==> src/rtl/opo_package.sv <==
// Shared definitions for the window peak detector.
// Contents:
//   state_e              - FSM state encoding (IDLE, ACCUM, REPORT)
//   DEFAULT_WORD_WIDTH   - default signed sample width
//   DEFAULT_COUNT_WIDTH  - default width of the window-length configuration
package opo_package;

  localparam int DEFAULT_WORD_WIDTH  = 16;
  localparam int DEFAULT_COUNT_WIDTH = 32;

  typedef enum logic [1:0] {
    ST_IDLE   = 2'd0,
    ST_ACCUM  = 2'd1,
    ST_REPORT = 2'd2
  } state_e;

endpackage

==> src/rtl/window_peak_detector.sv <==
// Window peak detector: tracks the signed maximum and minimum of a window of
// valid samples and reports them, with their peak-to-peak distance, once
// per completed window.
// Ports:
//   clk             - clock, all logic on posedge
//   rst             - asynchronous active-low reset
//   enable          - 1 = measure, 0 = idle (abandons an open window)
//   window_len      - valid samples per window, 0 treated as 1
//   sample_in       - signed sample
//   sample_in_valid - sample_in qualifier
//   max_out         - signed maximum of the last completed window
//   min_out         - signed minimum of the last completed window
//   pp_out          - unsigned max_out - min_out, one bit wider than a sample
//   result_valid    - one-cycle pulse when the outputs update
//   busy            - high while a window is open
module window_peak_detector
  import opo_package::*;
#(
  parameter int word_width  = DEFAULT_WORD_WIDTH,
  parameter int count_width = DEFAULT_COUNT_WIDTH
) (
  input  logic                   clk,
  input  logic                   rst,
  input  logic                   enable,
  input  logic [count_width-1:0] window_len,
  input  logic [word_width-1:0]  sample_in,
  input  logic                   sample_in_valid,
  output logic [word_width-1:0]  max_out,
  output logic [word_width-1:0]  min_out,
  output logic [word_width:0]    pp_out,
  output logic                   result_valid,
  output logic                   busy
);

  state_e                 state_q, state_d;
  logic [count_width-1:0] count_q, count_d;
  logic [count_width-1:0] len_q, len_d;
  logic [word_width-1:0]  max_q, max_d;
  logic [word_width-1:0]  min_q, min_d;
  logic [word_width-1:0]  max_out_q, max_out_d;
  logic [word_width-1:0]  min_out_q, min_out_d;
  logic [word_width:0]    pp_out_q, pp_out_d;
  logic                   result_valid_q, result_valid_d;
  logic                   busy_q, busy_d;

  logic [count_width-1:0] len_eff_s;
  logic [count_width-1:0] base_count_s;
  logic [count_width-1:0] base_len_s;
  logic [count_width-1:0] inc_count_s;
  logic                   first_s;
  logic                   done_s;
  logic [word_width-1:0]  new_max_s;
  logic [word_width-1:0]  new_min_s;
  logic [word_width:0]    pp_s;

  // Sample datapath: candidate extrema and peak-to-peak for the current sample.
  always_comb begin
    len_eff_s = (window_len == '0) ? count_width'(1) : window_len;
    // A sample arriving in REPORT opens the next window, so it is judged
    // against a zero count and the freshly latched length.
    base_count_s = (state_q == ST_REPORT) ? '0 : count_q;
    base_len_s   = (state_q == ST_REPORT) ? len_eff_s : len_q;
    inc_count_s  = base_count_s + count_width'(1);
    done_s       = (inc_count_s == base_len_s);
    first_s      = (base_count_s == '0);
    new_max_s    = (first_s || ($signed(sample_in) > $signed(max_q))) ? sample_in : max_q;
    new_min_s    = (first_s || ($signed(sample_in) < $signed(min_q))) ? sample_in : min_q;
    // Sign-extend both by one bit so full-scale max - min cannot overflow.
    pp_s = $signed({new_max_s[word_width-1], new_max_s})
         - $signed({new_min_s[word_width-1], new_min_s});
  end

  // Next-state logic for the window FSM, counters and published results.
  always_comb begin
    state_d        = state_q;
    count_d        = count_q;
    len_d          = len_q;
    max_d          = max_q;
    min_d          = min_q;
    max_out_d      = max_out_q;
    min_out_d      = min_out_q;
    pp_out_d       = pp_out_q;
    result_valid_d = 1'b0;
    case (state_q)
      ST_IDLE: begin
        if (enable) begin
          state_d = ST_ACCUM;
          count_d = '0;
          len_d   = len_eff_s;
        end else begin
          state_d = ST_IDLE;
        end
      end
      ST_ACCUM, ST_REPORT: begin
        if (!enable) begin
          // Abandon the open window; published results are left untouched.
          state_d = ST_IDLE;
          count_d = '0;
        end else begin
          state_d = ST_ACCUM;
          len_d   = base_len_s;
          count_d = base_count_s;
          if (sample_in_valid) begin
            max_d = new_max_s;
            min_d = new_min_s;
            if (done_s) begin
              state_d        = ST_REPORT;
              count_d        = '0;
              max_out_d      = new_max_s;
              min_out_d      = new_min_s;
              pp_out_d       = pp_s;
              result_valid_d = 1'b1;
            end else begin
              count_d = inc_count_s;
            end
          end else begin
            count_d = base_count_s;
          end
        end
      end
      default: begin
        state_d = ST_IDLE;
        count_d = '0;
      end
    endcase
    busy_d = (state_d != ST_IDLE);
  end

  // State and output registers with asynchronous active-low reset.
  always_ff @(posedge clk or negedge rst) begin
    if (!rst) begin
      state_q        <= ST_IDLE;
      count_q        <= '0;
      len_q          <= '0;
      max_q          <= '0;
      min_q          <= '0;
      max_out_q      <= '0;
      min_out_q      <= '0;
      pp_out_q       <= '0;
      result_valid_q <= 1'b0;
      busy_q         <= 1'b0;
    end else begin
      state_q        <= state_d;
      count_q        <= count_d;
      len_q          <= len_d;
      max_q          <= max_d;
      min_q          <= min_d;
      max_out_q      <= max_out_d;
      min_out_q      <= min_out_d;
      pp_out_q       <= pp_out_d;
      result_valid_q <= result_valid_d;
      busy_q         <= busy_d;
    end
  end

  assign max_out      = max_out_q;
  assign min_out      = min_out_q;
  assign pp_out       = pp_out_q;
  assign result_valid = result_valid_q;
  assign busy         = busy_q;

endmodule

==> config.mk <==
export PLATFORM = sky130hd
export DESIGN_NAME = window_peak_detector
export DESIGN_NICKNAME = d
export VERILOG_FILES = /design/src/rtl/opo_package.sv /design/src/rtl/window_peak_detector.sv
export SDC_FILE = /design/constraint.sdc
export NUM_CORES = 1
export LEC_CHECK = 0
export BUFFER_PORTS_ARGS = -buffer_cell sky130_fd_sc_hd__buf_2
export CAP_MARGIN = 20
export CORE_MARGIN = 2
export CORE_UTILIZATION = 30
export CTS_CLUSTER_SIZE = 20
export DETAILED_ROUTE_END_ITERATION = 12
export GPL_TIMING_DRIVEN = 0
export SETUP_SLACK_MARGIN = 0.05
export SLEW_MARGIN = 20
export SYNTH_ARGS = -nofsm -noshare
export SYNTH_HDL_FRONTEND = slang
export SYNTH_SLANG_ARGS = --single-unit
==> constraint.sdc <==
create_clock -name clk -period 6.3 [get_ports clk]
set_input_delay 1.26 -clock clk [delete_from_list [all_inputs] [get_ports clk]]
set_output_delay 1.26 -clock clk [all_outputs]
set_load 0.01 [all_outputs]
; ---- Yosys cells after proc, flatten, opt, wreduce, memory -nomap -nowiden
; Cells that the tools add are included.
[op_classes]
n_eq_ne = 5
mux = 22
n_reduce_logical = 11
add_sub_neg = 2
order_cmp = 2
[ops]
columns = cell, count
row1 = 32-bit 2-to-1 mux, 9
row2 = 32-bit one-hot mux with 2 select lines, 2
row3 = 32-bit zero test, 2
row4 = "32-bit by 1-bit adder with 32-bit output, second input constant", 1
row5 = 32-bit == test, 1
row6 = 16-bit 2-to-1 mux, 2
row7 = 16-bit by 16-bit subtractor with 17-bit output, 1
row8 = 16-bit > comparator, 1
row9 = 16-bit < comparator, 1
row10 = 2-bit 2-to-1 mux, 3
row11 = 3-bit AND reduction, 2
row12 = 1-bit 2-to-1 mux, 5
row13 = "2-bit inequality test, second input constant", 2
row14 = 2-bit one-hot mux with 2 select lines, 1
row15 = 4-bit AND reduction, 1
row16 = 2-bit nonzero test, 2
row17 = "2-bit by 1-bit == test with 1-bit output, second input constant", 1
row18 = "2-bit == test, second input constant", 1
row19 = 2-bit zero test, 1
row20 = 1-bit logical OR, 2
row21 = 2-bit OR reduction, 1
[word_totals]
regBits = 149
wordCells = 52

; ---- Logic depth before layout (Yosys ltp)
; Gate-level depths: netlist of the first run.
[depth]
word_depth = 9
mapped_depth = 29

; ---- Worst setup path after synthesis of the first run
; Ideal clock, no wire load.
[synth_path]
kind = input port to flip-flop
startpoint = input port sample_in[15]
endpoint = register pp_out_q[13], in the netlist pp_out[13]
path_stages = 24
path_buffers = 2
arrival_ns = 6.343
required_ns = 6.167
slack_ns = -0.176
setup_time_ns = 0.133
path_cell_list = ha_1 > nand4_1 > or4_1 > o221ai_1 > o21a_1 > or2_2 > clkbuf_1 > buf_1 > nor2_1 > a21oi_1 > inv_1 > ha_1 > nor2b_1 > o21ai_0 > a21oi_1 > o41ai_1 > nor2_1 > a2111oi_0 > a41oi_1 > o41ai_2 > o21bai_1 > a21oi_1 > xor2_1 > o21ai_0
[synth_between]
elab_chain_cells = 4
elab_cells_between_ends = 7
[synth_rtl]
columns = item, line_no
row1 = start: declaration, window_peak_detector.sv:26  ; input logic [word_width-1:0] sample_in,
row2 = 16-bit > comparator, window_peak_detector.sv:66  ; new_max_s = (first_s || ($signed(sample_in) > $signed(max_q))) ? sample_in : max_q;
row3 = 1-bit logical OR, window_peak_detector.sv:66
row4 = 16-bit 2-to-1 mux, window_peak_detector.sv:66
row5 = named net new_max_s[1], window_peak_detector.sv:52  ; logic [word_width-1:0] new_max_s;
row6 = 16-bit by 16-bit subtractor with 17-bit output, window_peak_detector.sv:70  ; - $signed({new_min_s[word_width-1], new_min_s});
row7 = end signal: assignment, window_peak_detector.sv:150  ; pp_out_q <= pp_out_d;
row8 = end: declaration, window_peak_detector.sv:42  ; logic [word_width:0] pp_out_q, pp_out_d;
; The timed path passes the listed nets, and every way through them passes these cells.
; A chain may end at the register's enable or synchronous reset.

; ---- Final worst setup path of the first run
[layout_path]
startpoint = input port sample_in[11]
endpoint = register pp_out_q[13], in the netlist pp_out[13]
; The elaborated chain is that of the path after synthesis.

==> results of run 1 <==
where the power goes:
part	total (uW)	internal, uW	switching, uW
combinational	728	313	415
clock	1020	556	464
sequential	1120	1050	69.2
per-stage QoR:
stage | setup slack, ns | instances
after CTS | 0.0625 | 1631
after global placement | -1.52 | 1593
after detailed placement | -1.55 | 1594
final | 0.292 | 1636
after global routing | 0.0639 | 1636
after floorplan | 0.0645 | 1090
critical path: stages:
cell and delay, ns:
buf_2 0.13, ha_1 0.32, nand4_1 0.18, or4_4 0.57, o221ai_2 0.23, o21a_2 0.17
or2_4 0.13, buf_6 0.17, nor2_1 0.06, a21oi_2 0.13, inv_1 0.06, ha_1 0.28
nor2b_1 0.13, o21ai_1 0.17, a21oi_1 0.14, o41ai_2 0.34, buf_4 0.18, nor3_1 0.05
a2111oi_2 0.46, a41oi_2 0.26, o41ai_4 0.32, o21bai_1 0.12, a21oi_2 0.14, xor2_1 0.19
o21ai_0 0.10
final cells by class:
class                           instances  area, um^2
Fill cell                            3182       20000
Multi-Input combinational cell        810        5380
Sequential cell                       149        3730
Timing Repair Buffer                  112         618
Tap cell                              402         503
Clock buffer                           18         429
Inverter                               76         289
Buffer                                 54         245
Clock inverter                         14         140
Antenna cell                            1        2.50
placed cells by master (no fill, tap or decap), types with 20 or more instances in the layout:
cell type and instances:
nand3_1 30, nor4_1 21, inv_1 75, o21ai_0 109, nand2_1 147, clkbuf_1 37
dfrtp_1 149, mux2_2 35, nor2_1 72, buf_2 105, mux2i_1 21, a21oi_1 51
xnor2_1 45, nand4_1 20, ha_1 49
state kept, by name, summed over array words and instances, names as in the netlist:
| signal | flops |
|---|---|
| count_q | 32 |
| state_q | 2 |
| min_q | 16 |
| len_q | 32 |
| max_out | 16 |
| busy | 1 |
| result_valid | 1 |
| max_q | 16 |
| pp_out | 17 |
| min_out | 16 |
worst paths after layout:
| check | cells past startpoint | endpoint | start |
|---|---|---|---|
| max in group asynchronous | 2 | min_q[10] | rst |
| hold / removal | 2 | pp_out[4] | pp_out[4] |
| setup / recovery | 25 | pp_out[13] | sample_in[11] |
| min in group asynchronous | 1 | len_q[5] | rst |
| setup reg to reg | 29 | pp_out[13] | state_q[0] |
| hold reg to reg | 2 | pp_out[4] | pp_out[4] |
repair_timing:
action	CTS	global route
buffers inserted	6	4
resized for setup	27	19
pin swaps	6	7
setup endpoints to repair	11	4
metal layers:
metal  GRT usage [%]  wire (um)
met1            25.0      13700
met2            31.0      14200
met3            3.79       1980
met4            6.15        716
met5               0         27
kinds of logic (layout without fill, tap and decap cells):
kind of cell / count (synthesis) / in the layout / share of synthesized area [%]
mux: 59 / 59 / 6.69
flops: 149 / 149 / 39.3
fa+ha+maj: 51 / 51 / 6.81
other cells: 0 / 1 / 0
compound gates: 265 / 265 / 16.8
buf+inv: 131 / 274 / 5.28
simple gates: 372 / 372 / 19.1
xor+xnor: 63 / 63 / 5.97
synthesized netlist by cell type, drive strengths merged, types with 7 or more instances:
cell type	count	area share, %
inv	76	3.0
nand2b	14	0.92
nor4	24	2.0
nand2	148	5.9
buf	15	0.67
a21oi	55	2.9
nand4	20	1.3
dfrtp	149	39
nor3	13	0.69
o21ai	129	6.8
xnor2	45	4.2
mux2	35	4.2
nand3b	7	0.55
nor2	72	2.9
mux2i	24	2.5
clkbuf	40	1.6
ha	50	6.6
xor2	17	1.6
a21o	8	0.63
or2	8	0.53
nand3	31	1.7
nor2b	8	0.53
==> results.rst, run 1 <==
.. list-table::
   :header-rows: 1

   * - Metric
     - Value
   * - Setup TNS Final
     - 0 ns
   * - Clock insertion delay at the later pin of the skew report
     - ~0.44 ns
   * - Total wire length
     - between 30,000 and 40,000 um
   * - P&R area growth vs syn
     - 19.6%
   * - Total DRC errors in the routed layout
     - 0
   * - Mean instance size in the synthesized netlist
     - 8.69 um^2
   * - Minimum clock period
     - 6.01 ns
   * - # Max-Cap Violations
     - 0
   * - Max Clock Freq
     - roughly 170 MHz
   * - Total clock buffers created by CTS
     - 17
   * - Clock slew at the register clock pins of the worst setup and hold paths
     - 0.07 ns
   * - Detailed-router iteration count before antenna repair
     - 8
   * - Initial DRC count
     - 595
   * - Final setup violation count
     - 0
   * - Classification of the worst setup path
     - in2reg
   * - Area of the mapped netlist
     - 9480 um^2
   * - Primary flip-flop cell chosen by synthesis mapping
     - dfrtp_1
   * - Total Routing Usage GR
     - 18.9%
   * - Synthesized netlist cell count
     - 1,090
   * - Share of post-route cells with drive strength above 1
     - 18.3%
   * - Slew margin rel.
     - 42.9%
   * - Seq cells post-synth
     - 149
   * - Initial Util
     - 30.3%
   * - Final Max Tran Viols
     - 0
   * - Share of flip-flops with an asynchronous set or reset after synthesis
     - 100%
   * - Lkg Pwr
     - 0.00505 uW
   * - Final Hold Vio Count
     - 0
   * - Number of placement rows
     - 65
   * - Largest buffer count on any clock path
     - 2
   * - Count of unique library cells instantiated by Yosys
     - 72
   * - Vias per std cell
     - 5.31
   * - Horiz. Die Dim
     - 182 um
   * - Nature of the critical path startpoint
     - input port
   * - Remaining antenna violation count
     - 0
   * - Via count of the first global-routing pass
     - 8,556
   * - GP Congestion
     - 0.895
   * - Height of the die
     - 182 um
   * - Core region area
     - 31,300 um^2
   * - Crit path capture type
     - register
   * - Setup repair after global routing missed its margin
     - no
   * - Utilization after layout
     - 36.2%
   * - HPWL reported at the end of detailed placement
     - 23,200 um
   * - Overflow left after global routing
     - 0
   * - Count of port buffers added during placement
     - 101
   * - Largest net degree at the start of global routing
     - 84
   * - EDFF count, synth
     - 0
   * - Via count
     - 8,684
   * - Root Buffer Master
     - clkbuf_16
   * - Result of the run
     - complete, no violations
   * - Worst setup skew after layout
     - roughly 0.0088 ns
   * - Yosys warning count
     - 0
   * - Number of top-level pins
     - 103
   * - Clock H-tree levels
     - 4
   * - Global-route wire length before repair
     - just under 50,000 um
   * - Clock tree from TritonCTS
     - done
   * - Crit-path max FO
     - 10
   * - Num Clock Sinks
     - 149
   * - Seq/Total Area, Yosys
     - between 30 and 40%
   * - Worst Tran Pin Value
     - between 0.8 and 0.9 ns
   * - CP arrival
     - 6.31 ns
   * - DR WL/cell
     - 18.7 um
   * - Number of nets in the finished design
     - between 1,000 and 1,500
   * - Cts-stage hold buffer count
     - 0
   * - Path class of the lowest-slack min-delay path
     - reg2reg
   * - Post-Route Hold Slack
     - 0.474 ns
   * - Die area
     - 33,000 um^2
   * - Slack of the worst reg-to-reg path
     - between 0.3 and 0.4 ns
   * - Nets in the synthesized netlist
     - 1,193
   * - Worst supply voltage drop on vdd
     - 0.000202 V
   * - Number of antenna violations at the first check in global routing
     - 3
   * - Post-route clock period utilization
     - a little over nine tenths
   * - Endpoint required time on the critical path
     - 6.60 ns
   * - Power per cell area
     - 253 nW/um^2
   * - Total power consumption of the routed design
     - 2870 uW
   * - Standard cell area after detailed placement
     - about 11,000 um^2
   * - Final Cell Area
     - 11,300 um^2
Note: power is estimated with default switching activity, not from simulation.
==> inputs of run 2 (changes only) <==
==> constraint.sdc (replaced) <==
create_clock -name clk -period 6.7 [get_ports clk]
set_input_delay 1.34 -clock clk [delete_from_list [all_inputs] [get_ports clk]]
set_output_delay 1.34 -clock clk [all_outputs]
set_load 0.01 [all_outputs]
==> run 2 against run 1 <==
Against the previous run:
- design area hardly changed
- first-iteration DRC count decreased by 8.1%
- clock power is essentially flat
- via count increased by 0.12%
- clock skew is 0.0015 ns lower
- critical path type unchanged
==> results.rst, run 2 (same netlist as run 1, synthesis figures left out) <==
.. list-table::
   :header-rows: 1

   * - Metric
     - Value
   * - Clock network fraction of design power
     - 37.6% (+2.0 points)
   * - Family with the most delay on the worst path
     - compound AO/OA/AOI/OAI gates
   * - Max Clock Freq
     - between 150 and 200 MHz
   * - Initial DRC count
     - 547 (-8.1%)
   * - Worst setup skew after layout
     - 0.00725 ns (-0.00151 ns)
   * - Horiz. Die Dim
     - 182 um (unchanged)
   * - HPWL reported at the end of detailed placement
     - 23,200 um (about the same)
   * - Crit-path cells
     - buf_2 > ha_1 > a21o_1 > a2111oi_0 > o221ai_2 > o21a_2 > or2_2 > clkbuf_2 > a21oi_2 > inv_1 > ha_1 > o21ai_1 > a21oi_1 > o41ai_4 > nor2_1 > a2111oi_4 > a41oi_2 > o41ai_2 > buf_4 > o21bai_1 > a21oi_1 > xor2_1 > o21ai_0
   * - Root Buffer Master
     - clkbuf_16
   * - Leading cell types in the layout, fill and taps excluded
     - 149 x dfrtp_1, 147 x nand2_1, 109 x o21ai_0
   * - Final Cell Area
     - 11,300 um^2 (about the same)
   * - Crit path capture type
     - register
   * - Switching Share
     - 31.9% (-1.2 points)
   * - Clock H-tree levels
     - 4 (unchanged)
   * - Overflow left after global routing
     - 0 (unchanged)
   * - Via count of the first global-routing pass
     - 8,552 (-0.047%)
   * - Number of top-level pins
     - 103 (unchanged)
   * - Standard cell area after detailed placement
     - 10,500 um^2 (about the same)
   * - Endpoint required time on the critical path
     - 7.00 ns (+0.40 ns)
   * - # Max-Cap Violations
     - 0 (unchanged)
   * - Number of antenna violations at the first check in global routing
     - 3 (unchanged)
   * - Clock slew at the register clock pins of the worst setup and hold paths
     - 0.07 ns (about the same)
   * - Final setup violation count
     - 0 (unchanged)
   * - Standard cell with the maximum stage delay on the critical path
     - a2111oi_0
   * - Crit-path max FO
     - 10 (unchanged)
   * - Total Routing Usage GR
     - 19.0% (+0.13 points)
   * - Share of total power in sequential cells
     - 37.8% (-1.2 points)
   * - Via count
     - 8,694 (+0.12%)
   * - Clock insertion delay at the later pin of the skew report
     - 0.44 ns (about the same)
   * - Total wire length
     - 31,100 um (+1.4%)
   * - Combinational share of power
     - 24.6% (-0.8 points)
   * - Int Power
     - 1900 uW (-1.1%)
   * - Bufs and invs on worst path
     - 4 (unchanged)
   * - Total clock buffers created by CTS
     - 17 (unchanged)
   * - RR Startpoint
     - state_q[0]
   * - Cts-stage hold buffer count
     - 0 (unchanged)
   * - Worst Tran Pin Value
     - 0.867 ns (+0.0125 ns)
   * - Post-Route Hold Slack
     - 0.461 ns (-0.0139 ns)
   * - Slew margin rel.
     - 42.0% (-0.84 points)
   * - Met3 demand-to-capacity share in global routing
     - 4.51% (+0.72 points)
   * - DR WL/cell
     - 19.0 um (+1.4%)
   * - Remaining antenna violation count
     - 0 (unchanged)
   * - Num Clock Sinks
     - 149 (unchanged)
   * - CP arrival
     - 6.67 ns (+0.36 ns)
   * - Path class of the lowest-slack min-delay path
     - reg2reg
   * - Initial Util
     - 30.3% (unchanged)
   * - Nature of the critical path startpoint
     - input port
   * - Area occupied by multi-input gates
     - 5350 um^2 (-0.54%)
   * - Post-route clock period utilization
     - 95.1%
   * - Met2 demand-to-capacity share in global routing
     - 30.8% (-0.26 points)
   * - Largest buffer count on any clock path
     - 2 (unchanged)
   * - Detailed-router iteration count before antenna repair
     - 6 (-2)
   * - Result of the run
     - complete, no violations
   * - Height of the die
     - 182 um (unchanged)
   * - Minimum clock period
     - roughly 6.4 ns
   * - Utilization after layout
     - 36.2% (about the same)
   * - Source of the critical timing path
     - sample_in[13]
   * - Final Hold Vio Count
     - 0 (unchanged)
   * - P&R area growth vs syn
     - 19.7% (about the same)
   * - GRT met1 Usage
     - 24.7% (-0.32 points)
   * - Classification of the worst setup path
     - in2reg
   * - GRT busiest layer
     - met2
   * - Count of fill cells added during filler insertion
     - 3,231 (+1.5%)
   * - Largest net degree at the start of global routing
     - 86 (+2.4%)
   * - Count of port buffers added during placement
     - 101 (unchanged)
   * - Clock tree from TritonCTS
     - done
   * - Die area
     - 33,000 um^2 (unchanged)
   * - Delay contributed by the slowest stage of the critical path
     - 0.50 ns (-0.07 ns)
   * - Reported net switching power
     - 888 uW (-6.4%)
   * - Worst Hold Launch
     - pp_out[7]
   * - Total DRC errors in the routed layout
     - 0 (unchanged)
   * - GP Congestion
     - 0.889 (-0.69%)
   * - Number of nets in the finished design
     - 1,322 (-0.076%)
   * - Vias per std cell
     - 5.31 (+0.12%)
   * - Final Max Tran Viols
     - 0 (unchanged)
   * - Lkg Pwr
     - 0.00508 uW (+0.54%)
   * - Setup repair after global routing missed its margin
     - no
   * - Worst supply voltage drop on vdd
     - 0.000195 V (-3.1%)
   * - Power per cell area
     - 245 nW/um^2 (-3.0%)
   * - Core region area
     - 31,300 um^2 (unchanged)
   * - Most common cell after layout, fill and taps aside
     - dfrtp_1
   * - Sequential standard cell area
     - 3730 um^2 (unchanged)
   * - Global-route wire length before repair
     - 48,400 um (-0.14%)
   * - Share of post-route cells with drive strength above 1
     - 17.7% (-0.63 points)
   * - Number of placement rows
     - 65 (unchanged)
==> run 2: metal layers <==
| metal | part of all wire [%] | up-vias |
|---|---|---|
| li1 | - | 4100 |
| met4 | 3.5 | 4 |
| met3 | 7.1 | 61 |
| met2 | 46 | 327 |
| met1 | 44 | 4202 |
| met5 | 0.087 | - |
==> run 2: area by class of cell <==
type	instances	share of cell area, %
sequential	149	32.9
clock inverter	12	1.48
timing repair buffer	111	5.38
inverter	76	2.51
antenna	2	0.0441
clock buffer	20	4.03
tap	402	4.43
multi-input combinational	810	47.2
buffer	54	2.10
==> run 2: worst reg2reg max path, delay by kind of cell (launching register included) <==
kind	cells	cell delay (ns)
AOI/OAI and AO/OA	11	2.46
xor gates and xnor gates	1	0.17
adders and majority gates	3	0.80
buffers and inverters	7	1.48
DFF	1	0.35
muxes	1	0.32
and+or+nand+nor	4	0.63
==> run 2: power groups by stage <==
stage / clock [uW] / combinational [uW] / sequential [uW]
after floorplan: 0 / 459 / 1050
after global placement: 0 / 623 / 1070
after detailed placement: 0 / 640 / 1070
after CTS: 1050 / 660 / 1050
after global routing: 1100 / 765 / 1060
final: 1050 / 684 / 1050
==> run 2: per-stage QoR <==
stage / cells / total power [uW] / setup WS, ns / TNS, ns
2_1_floorplan: 1090 / 1510 / 0.144 / 0
3_3_place_gp: 1593 / 1690 / -1.63 / -9.04
3_5_place_dp: 1594 / 1710 / -1.56 / -8.29
4_1_cts: 1628 / 2770 / 0.0973 / 0
5_1_grt: 1634 / 2930 / 0.0215 / 0
6_report: 1636 / 2780 / 0.330 / 0
==> run 2: what timing repair did <==
action | 4_1_cts | 5_1_grt
endpoints found under the setup margin | 10 | 4
pin swaps | 2 | 7
setup buffers | 2 | 7
resized for setup | 18 | 18
==> run 2: worst paths after layout <==
| kind | end | slack (ns) | cells after the start |
|---|---|---|---|
| worst max-delay path | pp_out[13] | 0.33 | 23 |
| worst min-delay path | pp_out[7] | 0.46 | 2 |
| worst max register to register | pp_out[13] | 0.38 | 27 |
| worst min register to register | pp_out[7] | 0.46 | 2 |
| max in group asynchronous | max_out[12] | 5.04 | 2 |
| min in group asynchronous | len_q[2] | 0.83 | 1 |
==> inputs of run 3 (changes only) <==
--- a/config.mk
+++ b/config.mk
@@ -8,10 +8,11 @@
 export BUFFER_PORTS_ARGS = -buffer_cell sky130_fd_sc_hd__buf_2
 export CAP_MARGIN = 20
 export CORE_MARGIN = 2
-export CORE_UTILIZATION = 30
+export CORE_UTILIZATION = 60
 export CTS_CLUSTER_SIZE = 20
 export DETAILED_ROUTE_END_ITERATION = 12
 export GPL_TIMING_DRIVEN = 0
+export PLACE_DENSITY = 0.81
 export SETUP_SLACK_MARGIN = 0.05
 export SLEW_MARGIN = 20
 export SYNTH_ARGS = -nofsm -noshare
==> run 3 against run 2 <==
Against the previous run:
- design area fell by 2.6%
- global-route usage up 15 points
- maximum frequency decreased by 1.3%
- via count grew 2.2%
- first-iteration DRC count up 75%
==> results.rst, run 3 (same netlist as run 1, synthesis figures left out) <==
.. list-table::
   :header-rows: 1

   * - Metric
     - Value
   * - Height of the die
     - 130 um (-29%)
   * - Classification of the worst setup path
     - in2reg
   * - Detailed-router iteration count before antenna repair
     - 6 (unchanged)
   * - Most common cell after layout, fill and taps aside
     - dfrtp_1
   * - Slew margin rel.
     - 43.2% (+1.2 points)
   * - Worst Tran Pin Value
     - 0.849 ns (-0.0178 ns)
   * - Count of fill cells added during filler insertion
     - 1,221 (-62%)
   * - Lkg Pwr
     - 0.00504 uW (-0.70%)
   * - Total wire length
     - 28,100 um (-9.7%)
   * - Initial DRC count
     - 957 (+75%)
   * - Clock H-tree levels
     - 4 (unchanged)
   * - Vias per std cell
     - 6.17 (+16%)
   * - Final Hold Vio Count
     - 0 (unchanged)
   * - Area occupied by multi-input gates
     - 5370 um^2 (+0.28%)
   * - Share of post-route cells with drive strength above 1
     - 17.2% (-0.51 points)
   * - Worst setup path end
     - pp_out[13]
   * - Worst supply voltage drop on vdd
     - 0.000172 V (-12%)
   * - Result of the run
     - complete, no violations
   * - Max Clock Freq
     - 155 MHz (-1.3%)
   * - Remaining antenna violation count
     - 0 (unchanged)
   * - Total DRC errors in the routed layout
     - 0 (unchanged)
   * - Via count of the first global-routing pass
     - 8,330 (-2.6%)
   * - Power per cell area
     - 248 nW/um^2 (+0.95%)
   * - GP Congestion
     - 0.955 (+7.5%)
   * - Largest net degree at the start of global routing
     - 83 (-3.5%)
   * - Leading cell types in the layout, fill and taps excluded
     - 149 x dfrtp_1, 147 x nand2_1, 109 x o21ai_0
   * - Die area
     - 16,800 um^2 (-49%)
   * - Number of antenna violations at the first check in global routing
     - 1 (-2)
   * - Minimum clock period
     - 6.45 ns (+0.0832 ns)
   * - Number of placement rows
     - 45 (-31%)
   * - Crit path capture type
     - register
   * - DR WL/cell
     - 19.5 um (+2.6%)
   * - # Max-Cap Violations
     - 0 (unchanged)
   * - Via count
     - 8,884 (+2.2%)
   * - Nature of the critical path startpoint
     - input port
   * - Switching Share
     - 31.5% (-0.36 points)
   * - Capture instance of the worst register-to-register path
     - pp_out[13]
   * - CP arrival
     - 6.75 ns (+0.08 ns)
   * - Total Routing Usage GR
     - 34.3% (+15 points)
   * - HPWL reported at the end of detailed placement
     - 20,600 um (-11%)
   * - P&R area growth vs syn
     - 16.6%
   * - Overflow left after global routing
     - 0 (unchanged)
   * - Count of port buffers added during placement
     - 101 (unchanged)
   * - Sequential standard cell area
     - 3730 um^2 (unchanged)
   * - R2r worst-path depth
     - 28 (+3.7%)
   * - Number of nets in the finished design
     - 1,318 (-0.30%)
   * - Path class of the lowest-slack min-delay path
     - reg2reg
   * - Cell count after placement
     - 1,403 (-12%)
   * - Source of the critical timing path
     - sample_in[14]
   * - Combinational share of power
     - 25.3% (+0.7 points)
   * - Clock insertion delay at the later pin of the skew report
     - 0.44 ns (about the same)
   * - Cts-stage hold buffer count
     - 0 (unchanged)
   * - RR Startpoint
     - state_q[0]
   * - Root Buffer Master
     - clkbuf_16
   * - Final Max Tran Viols
     - 0 (unchanged)
   * - Initial Util
     - 61.9% (+32 points)
   * - Core region area
     - 15,300 um^2 (-51%)
   * - Clock network fraction of design power
     - 36.3% (-1.3 points)
   * - Setup TNS Final
     - 0 ns (unchanged)
   * - Post-route clock period utilization
     - 96.3% (+1.2 points)
   * - Clock slew at the register clock pins of the worst setup and hold paths
     - 0.06 ns (about the same)
   * - Int Power
     - 1880 uW (-1.1%)
   * - Num Clock Sinks
     - 149 (unchanged)
   * - Crit-path max FO
     - 10 (unchanged)
   * - Reported net switching power
     - 863 uW (-2.8%)
   * - Number of top-level pins
     - 103 (unchanged)
   * - Endpoint required time on the critical path
     - 7.00 ns (about the same)
   * - Final setup violation count
     - 0 (unchanged)
   * - Clock tree from TritonCTS
     - done
   * - Worst setup skew after layout
     - 0.00955 ns (+0.00230 ns)
   * - Filler-free cell count of the finished design
     - 1,440 (-12%)
   * - Slack of the worst reg-to-reg path
     - 0.30 ns (-0.08 ns)
   * - Horiz. Die Dim
     - 130 um (-29%)
   * - Global-route wire length before repair
     - 44,200 um (-8.8%)
   * - Total clock buffers created by CTS
     - 17 (unchanged)
   * - Share of total power in sequential cells
     - 38.5% (+0.7 points)
   * - Setup repair after global routing missed its margin
     - no
   * - Largest buffer count on any clock path
     - 2 (unchanged)
run 3: cell count changes in the layout (fill, tap and decap cells not counted), sizes merged:
cell,previous run,this run
clkbuf,61,60
buf,124,121
diode,2,1
inv,80,77
clkinv,2,5
run 3: what timing repair did:
item                       CTS  global route
setup buffers                1             4
setup endpoints to repair    9             4
pin swaps                    1             3
gates resized for setup     14            16
run 3: stage by stage:
step | area (um^2) | setup slack, ns | utilization, % | hold slack, ns | total power, uW
final | 11100 | 0.247 | 72.2 | 0.465 | 2740
after global routing | 11100 | 0.0458 | 72.2 | 0.493 | 2850
after CTS | 10900 | 0.0825 | 71.4 | 0.474 | 2700
after detailed placement | 10300 | -1.22 | 67.1 | 0.461 | 1700
after global placement | 10200 | -1.09 | 66.9 | 0.446 | 1670
after floorplan | 9480 | 0.144 | - | 0.450 | 1510
run 3: metal layers:
layer	GRT usage (%)	wire length, um	part of all wire [%]	up-vias
li1	-	-	-	4082
met1	51.1	12700	45	4332
met2	51.3	12600	45	424
met3	6.56	2340	8.3	46
met4	9.68	503	1.8	0
met5	0	0	0	-
run 3: area by class of cell:
type                       count  area share, %
sequential                   149           33.7
buffer                        54           2.06
tap                          211           2.39
clock inverter                12           1.39
antenna                        1         0.0226
clock buffer                  20           4.04
timing repair buffer         107           5.25
multi-input combinational    810           48.5
inverter                      76           2.58
run 3: worst min path at each step:
| stage | from | endpoint | slack (ns) | cells past startpoint |
|---|---|---|---|---|
| 6_report | max_out[7] | max_out[7] | 0.46 | 2 |
| 3_5_place_dp | max_out[7] | max_out[7] | 0.46 | 2 |
| 2_1_floorplan | max_q[10] | max_q[10] | 0.45 | 2 |
| 3_3_place_gp | max_out[7] | max_out[7] | 0.45 | 2 |
| 5_1_grt | max_out[7] | max_out[7] | 0.49 | 2 |
| 4_1_cts | max_out[7] | max_out[7] | 0.47 | 2 |
run 3: power groups by stage:
stage               Combinational (uW)  Clock, uW  Sequential, uW
finish                             692        994            1050
global route                       760       1030            1060
CTS                                653        994            1050
detailed placement                 631          0            1070
global placement                   607          0            1060
floorplan                          459          0            1050
run 3: critical path: stages:
cell and delay, ns:
buf_2 0.13, ha_1 0.35, nand4_1 0.17, or4_4 0.60, a2bb2oi_1 0.19, o21a_4 0.17, or2_2 0.34, clkbuf_2 0.25
a21oi_1 0.29, inv_1 0.12, ha_1 0.35, o21ai_1 0.13, a21oi_1 0.14, o41ai_2 0.29, buf_4 0.17, nor2_1 0.06
a2111oi_4 0.40, a41oi_2 0.26, o41ai_2 0.33, buf_4 0.17, o21bai_1 0.06, a21oi_1 0.17, xor2_1 0.16, o21ai_0 0.08
